<file path="src/rtl/execute_muldiv.sv">
// RV32M execute-stage companion: operand forwarding, load-use
// detection, iterative shift-add multiplier and restoring divider.
module execute_muldiv #(
  parameter int XLEN     = 32,
  parameter int MUL_STEP = 4
) (
  input  logic            clk,
  input  logic            rst_n,
  input  logic            in_valid,
  input  logic            is_md,
  input  logic [2:0]      funct3,
  input  logic            flush,
  input  logic [4:0]      rs1,
  input  logic [4:0]      rs2,
  input  logic [XLEN-1:0] reg_A,
  input  logic [XLEN-1:0] reg_B,
  input  logic [XLEN-1:0] previous,
  input  logic [XLEN-1:0] writeback,
  input  logic [4:0]      prev_rd,
  input  logic [4:0]      wb_rd,
  input  logic            prev_reg_we,
  input  logic            wb_reg_we,
  input  logic            prev_mem_rr,
  input  logic            wb_mem_rr,
  output logic            bubble,
  output logic            stall,
  output logic [XLEN-1:0] result,
  output logic            result_valid,
  output logic            busy
);

  localparam int NMUL = XLEN / MUL_STEP;
  localparam int CW   = $clog2(XLEN + 1);
  localparam int W2   = 2 * XLEN;

  typedef enum logic [1:0] {IDLE, MUL, DIV, DONE} state_t;

  state_t          state;
  logic [CW-1:0]   cnt;
  logic [W2-1:0]   acc;
  logic [W2-1:0]   mcand;
  logic [XLEN-1:0] mplier;
  logic            b_neg;
  logic            hi_sel;
  logic [XLEN-1:0] rem;
  logic [XLEN-1:0] quo;
  logic [XLEN-1:0] dvs;
  logic            neg_q;
  logic            neg_r;
  logic            sel_rem;

  logic [XLEN-1:0] op_a;
  logic [XLEN-1:0] op_b;
  logic            hz_prev;
  logic            hz_wb;
  logic            go;
  logic            issue;

  // Operand forwarding: previous stage beats writeback stage
  always_comb begin
    op_a = reg_A;
    if (prev_reg_we && prev_rd != 5'd0 && rs1 == prev_rd)
      op_a = previous;
    else if (wb_reg_we && wb_rd != 5'd0 && rs1 == wb_rd)
      op_a = writeback;
    op_b = reg_B;
    if (prev_reg_we && prev_rd != 5'd0 && rs2 == prev_rd)
      op_b = previous;
    else if (wb_reg_we && wb_rd != 5'd0 && rs2 == wb_rd)
      op_b = writeback;
  end

  assign hz_prev = prev_mem_rr && prev_reg_we &&
                   ((rs1 != 5'd0 && rs1 == prev_rd) ||
                    (rs2 != 5'd0 && rs2 == prev_rd));
  assign hz_wb   = wb_mem_rr && wb_reg_we &&
                   ((rs1 != 5'd0 && rs1 == wb_rd) ||
                    (rs2 != 5'd0 && rs2 == wb_rd));
  assign bubble  = in_valid && is_md && (hz_prev || hz_wb);
  assign go      = in_valid && is_md && !bubble && !flush;
  assign issue   = go && state == IDLE;
  assign stall   = rst_n && go && state != DONE;
  assign busy    = state != IDLE;

  logic            sgn;
  logic            a_neg;
  logic            bd_neg;
  logic            div_zero;
  logic            div_ovf;
  logic [XLEN-1:0] sp_res;
  logic            a_sx;
  logic            b_sx;

  // Issue-time decode of operand signs and special divides
  always_comb begin
    sgn      = !funct3[0];
    a_neg    = sgn && op_a[XLEN-1];
    bd_neg   = sgn && op_b[XLEN-1];
    div_zero = op_b == '0;
    div_ovf  = sgn && op_b == '1 &&
               op_a == {1'b1, {(XLEN-1){1'b0}}};
    if (funct3[1])
      sp_res = div_zero ? op_a : '0;
    else
      sp_res = div_zero ? '1 : op_a;
    a_sx = funct3[1:0] == 2'b01 || funct3[1:0] == 2'b10;
    b_sx = funct3[1:0] == 2'b01;
  end

  logic [W2-1:0]   pp;
  logic [W2-1:0]   acc_nx;
  logic            mul_last;

  // One multiplier step: add MUL_STEP shifted partial products;
  // a negative multiplier gets its sign weight removed on the last step
  always_comb begin
    mul_last = cnt == CW'(NMUL - 1);
    pp = '0;
    for (int i = 0; i < MUL_STEP; i++)
      if (mplier[i]) pp = pp + (mcand << i);
    acc_nx = acc + pp;
    if (mul_last && b_neg)
      acc_nx = acc_nx - (mcand << MUL_STEP);
  end

  logic [XLEN:0]   dr;
  logic            ge;
  logic [XLEN-1:0] rem_nx;
  logic [XLEN-1:0] quo_nx;
  logic [XLEN-1:0] div_res;
  logic            div_last;

  // One restoring-division step on magnitudes plus sign fix-up
  always_comb begin
    div_last = cnt == CW'(XLEN - 1);
    dr       = {rem, quo[XLEN-1]};
    ge       = dr >= {1'b0, dvs};
    rem_nx   = ge ? dr[XLEN-1:0] - dvs : dr[XLEN-1:0];
    quo_nx   = {quo[XLEN-2:0], ge};
    if (sel_rem)
      div_res = neg_r ? -rem_nx : rem_nx;
    else
      div_res = neg_q ? -quo_nx : quo_nx;
  end

  // Control FSM and datapath registers
  always_ff @(posedge clk) begin
    if (!rst_n) begin
      state        <= IDLE;
      cnt          <= '0;
      acc          <= '0;
      mcand        <= '0;
      mplier       <= '0;
      b_neg        <= 1'b0;
      hi_sel       <= 1'b0;
      rem          <= '0;
      quo          <= '0;
      dvs          <= '0;
      neg_q        <= 1'b0;
      neg_r        <= 1'b0;
      sel_rem      <= 1'b0;
      result       <= '0;
      result_valid <= 1'b0;
    end else if (flush) begin
      state        <= IDLE;
      cnt          <= '0;
      result_valid <= 1'b0;
    end else begin
      unique case (state)
        IDLE: begin
          result_valid <= 1'b0;
          if (issue) begin
            cnt <= '0;
            if (!funct3[2]) begin
              acc    <= '0;
              mcand  <= {{XLEN{a_sx & op_a[XLEN-1]}}, op_a};
              mplier <= op_b;
              b_neg  <= b_sx & op_b[XLEN-1];
              hi_sel <= funct3[1:0] != 2'b00;
              state  <= MUL;
            end else if (div_zero || div_ovf) begin
              result       <= sp_res;
              result_valid <= 1'b1;
              state        <= DONE;
            end else begin
              rem     <= '0;
              quo     <= a_neg ? -op_a : op_a;
              dvs     <= bd_neg ? -op_b : op_b;
              neg_q   <= a_neg ^ bd_neg;
              neg_r   <= a_neg;
              sel_rem <= funct3[1];
              state   <= DIV;
            end
          end
        end
        MUL: begin
          acc    <= acc_nx;
          mcand  <= mcand << MUL_STEP;
          mplier <= mplier >> MUL_STEP;
          cnt    <= cnt + 1'b1;
          if (mul_last) begin
            result       <= hi_sel ? acc_nx[W2-1:XLEN]
                                   : acc_nx[XLEN-1:0];
            result_valid <= 1'b1;
            state        <= DONE;
          end
        end
        DIV: begin
          rem <= rem_nx;
          quo <= quo_nx;
          cnt <= cnt + 1'b1;
          if (div_last) begin
            result       <= div_res;
            result_valid <= 1'b1;
            state        <= DONE;
          end
        end
        DONE: begin
          result_valid <= 1'b0;
          state        <= IDLE;
        end
        default: state <= IDLE;
      endcase
    end
  end

endmodule

</file>
<file path="config.mk">
export PLATFORM = sky130hd
export DESIGN_NAME = execute_muldiv
export DESIGN_NICKNAME = d
export VERILOG_FILES = /design/src/rtl/execute_muldiv.sv
export SDC_FILE = /design/constraint.sdc
export NUM_CORES = 2
export LEC_CHECK = 0
export ABC_CLOCK_PERIOD_IN_PS = 17190
export CAP_MARGIN = 20
export CORE_MARGIN = 4
export CORE_UTILIZATION = 30
export DETAILED_ROUTE_END_ITERATION = 8
export SYNTH_ARGS = -nofsm -noshare
export SYNTH_HDL_FRONTEND = slang
export SYNTH_SLANG_ARGS = --single-unit
</file>
<file path="constraint.sdc">
create_clock -name clk -period 17.19 [get_ports clk]
set_input_delay 4.2975 -clock clk [delete_from_list [all_inputs] [get_ports clk]]
set_output_delay 4.2975 -clock clk [all_outputs]
set_load 0.01 [all_outputs]
</file>
==> results.yml <==
grt:
  antenna_found_initial: 1
  grtUsageTotal: 0.229
  grt_pass1_vias: 41500
  overflow: 0
  grt_pass1_wl_um: 257000
  grt_max_degree: 159
timing:
  finalCritPeriodShare: 0.865
  grt_setup_unrepaired: "false"
  hold_viol: 0
  finalSetupTns_ns: 0
  setup_viol: 0
  max_slew_margin: 0.189
  tightest_slew_ns: 1.20
  slew_violations: 0
  finalCriticalPeriod_ns: 14.88
  finClkSkew_ns: 0.0557
  max_freq_ghz: 0.0672
clock_tree:
  cts_sinks: 302
  postCtsSetupBuffers: 0
  path_clk_slew_ns: 0.06
  cts_tree: "yes"
  cts_buffers: 38
  cts_max_level: 2
  root_buffer: "clkbuf_16"
  hold_buffers: 0
  clock_latency_ns: 0.62
  clockBufferDepth: 3
  cts_resized: 0
setup_path:
  cp.buffers_inverters: 2
  max_stage_delay_ns: 0.62
  cpMostUsedCell: "a21oi_1"
  crit_path_start_kind: "register"
  arrival_ns: 15.31
  critPathRequiredTime_ns: 17.62
  worst-path-max-fanout: 52
  setup.worst_path.class: "register to register"
  crit_family: "compound AO/OA/AOI/OAI gates"
  cp-end-kind: "register"
  cp_slowest_cell: "a2111oi_0"
synthesis:
  synthTopCellsByArea: "dfxtp_1 15%, ha_1 11%, a21oi_1 8.1%"
  synth_top_area_share: 0.147
  ys.flop_type: "dfxtp_1"
  postSynthAreaPerCell_um2: 7.00
  ys_types: 101
  syn-num-nets: 6384
  yosys_warnings: 0
  synthCells: 5873
  synth_edf_count: 0
  async_flop_share: 0
  yosysTopAreaCell: "dfxtp_1"
  ys_seq_elements: 302
  yosysSeqAreaShare: 0.147
  synth_area_um2: 41100
power_and_ir_drop:
  p_sw_mw: 0.945
  p_leak_nw: 19.5
  p_int_mw: 1.49
  powerDensity_nw_per_um2: 53.3
  peakVddDrop_v: 0.0000740
  swShare: 0.388
  p_clk_frac: 0.343
  p_seq_frac: 0.303
  pwr-share-comb: 0.354
layout:
  fin_nets: 6331
  layout_common_cells: "661 x a21oi_1, 644 x nand2_1, 551 x nor2_1"
  final_core_util: 0.336
  area_growth_pct: 11.1
  n_fill_cell: 14800
  final_common_cell: "a21oi_1"
  drive_gt1_frac: 0.0535
routing:
  drt_first_iter_violations: 5022
  viasPerCell: 5.86
  wl_per_cell_um: 22.5
  vias: 44700
  drt_wl_total_um: 171000
  route.detailed.drc: 0
  drtAntennaViolNets: 0
  firstDrtPassIters: 6
floorplan:
  die_h_um: 378
  core-area_um2: 136000
  start_util: 0.303
  ios: 196
  die_w_um: 378
  dieArea_um2: 143000
  fp-row-count: 135
job:
  drv_cap: 0
place:
  portBuffers: 195
  dp_hpwl_um: 136000
  gp_congestion: 0.981
worst_hold_path:
  hold_class: "register to register"
run_status:
  status: "finished clean"
## cell type report
type	count	area [um2]	share of cell area
Multi-Input combinational cell	4974	32800	0.718
Sequential cell	302	6060	0.133
Timing Repair Buffer	256	2420	0.0530
Tap cell	1781	2230	0.0488
Clock buffer	52	1040	0.0229
Inverter	248	938	0.0206
Clock inverter	16	200	0.00439
Antenna cell	1	2.50	0.0000548
## cells by family (layout without fill, tap and decap cells)
family,count (synthesis),after routing,share of synthesized area
simple gates,1925,1925,0.217
buf+inv,597,572,0.0575
flops,302,302,0.147
fa+ha+maj,384,384,0.116
mux,228,228,0.0588
compound gates,1999,1999,0.310
other cells,0,1,0
xor+xnor,438,438,0.0937
## path summary, 6_finish.rpt
check                    startpoint  depth (start not counted)  slack (ns)                      end
max          mplier[0]$_SDFFE_PN0P_                         63        2.31  result[31]$_SDFFE_PN0P_
min          result[9]$_SDFFE_PN0P_                          1        0.45   result[9]$_SDFFE_PN0P_
min reg2reg  result[9]$_SDFFE_PN0P_                          1        0.45   result[9]$_SDFFE_PN0P_
max reg2reg  mplier[0]$_SDFFE_PN0P_                         63        2.31  result[31]$_SDFFE_PN0P_
## layer usage
layer,wire [um],track usage
met1,76000,0.316
met2,74700,0.360
met3,12300,0.0275
met4,8410,0.0972
met5,0,0
## sequential cells by signal, indices dropped and copies added (netlist names)
name and count:
acc 64, b_neg 1, cnt 6, dvs 32
hi_sel 1, mcand 64, mplier 32, neg_q 1
neg_r 1, quo 32, rem 32, result 32
result_valid 1, sel_rem 1, state 2
## power groups by stage
stage	logic, mW	clock network [mW]	registers, mW
2_1_floorplan	0.572	0	0.739
3_3_place_gp	0.836	0	0.752
3_5_place_dp	0.835	0	0.752
4_1_cts	0.839	0.846	0.737
5_1_grt	0.925	0.870	0.739
6_report	0.861	0.835	0.738
## stage by stage
step / power, mW / hold WS (ns) / std cells / setup slack, ns / area, um2
after floorplan: 1.31 / 0.431 / 5873 / 4.45 / 41100
after global placement: 1.59 / 0.438 / 7559 / 2.45 / 44400
after detailed placement: 1.59 / 0.443 / 7561 / 2.42 / 44400
after CTS: 2.42 / 0.458 / 7629 / 2.32 / 45600
after global routing: 2.53 / 0.476 / 7630 / 1.05 / 45600
final: 2.43 / 0.454 / 7630 / 2.31 / 45600
## synth_stat cells, types with 85 or more instances
cell type	count
mux2_2	107
a31oi_1	85
nor3_1	107
dfxtp_1	302
nor2_1	553
o21ai_0	364
mux2i_1	121
nand2_1	645
a211oi_1	103
inv_1	240
nand4_1	87
ha_1	345
a21o_1	246
a21oi_1	661
xor2_1	177
xnor2_1	260
clkbuf_1	280
nand3_1	150
Note: power is estimated with default switching activity, not from simulation.
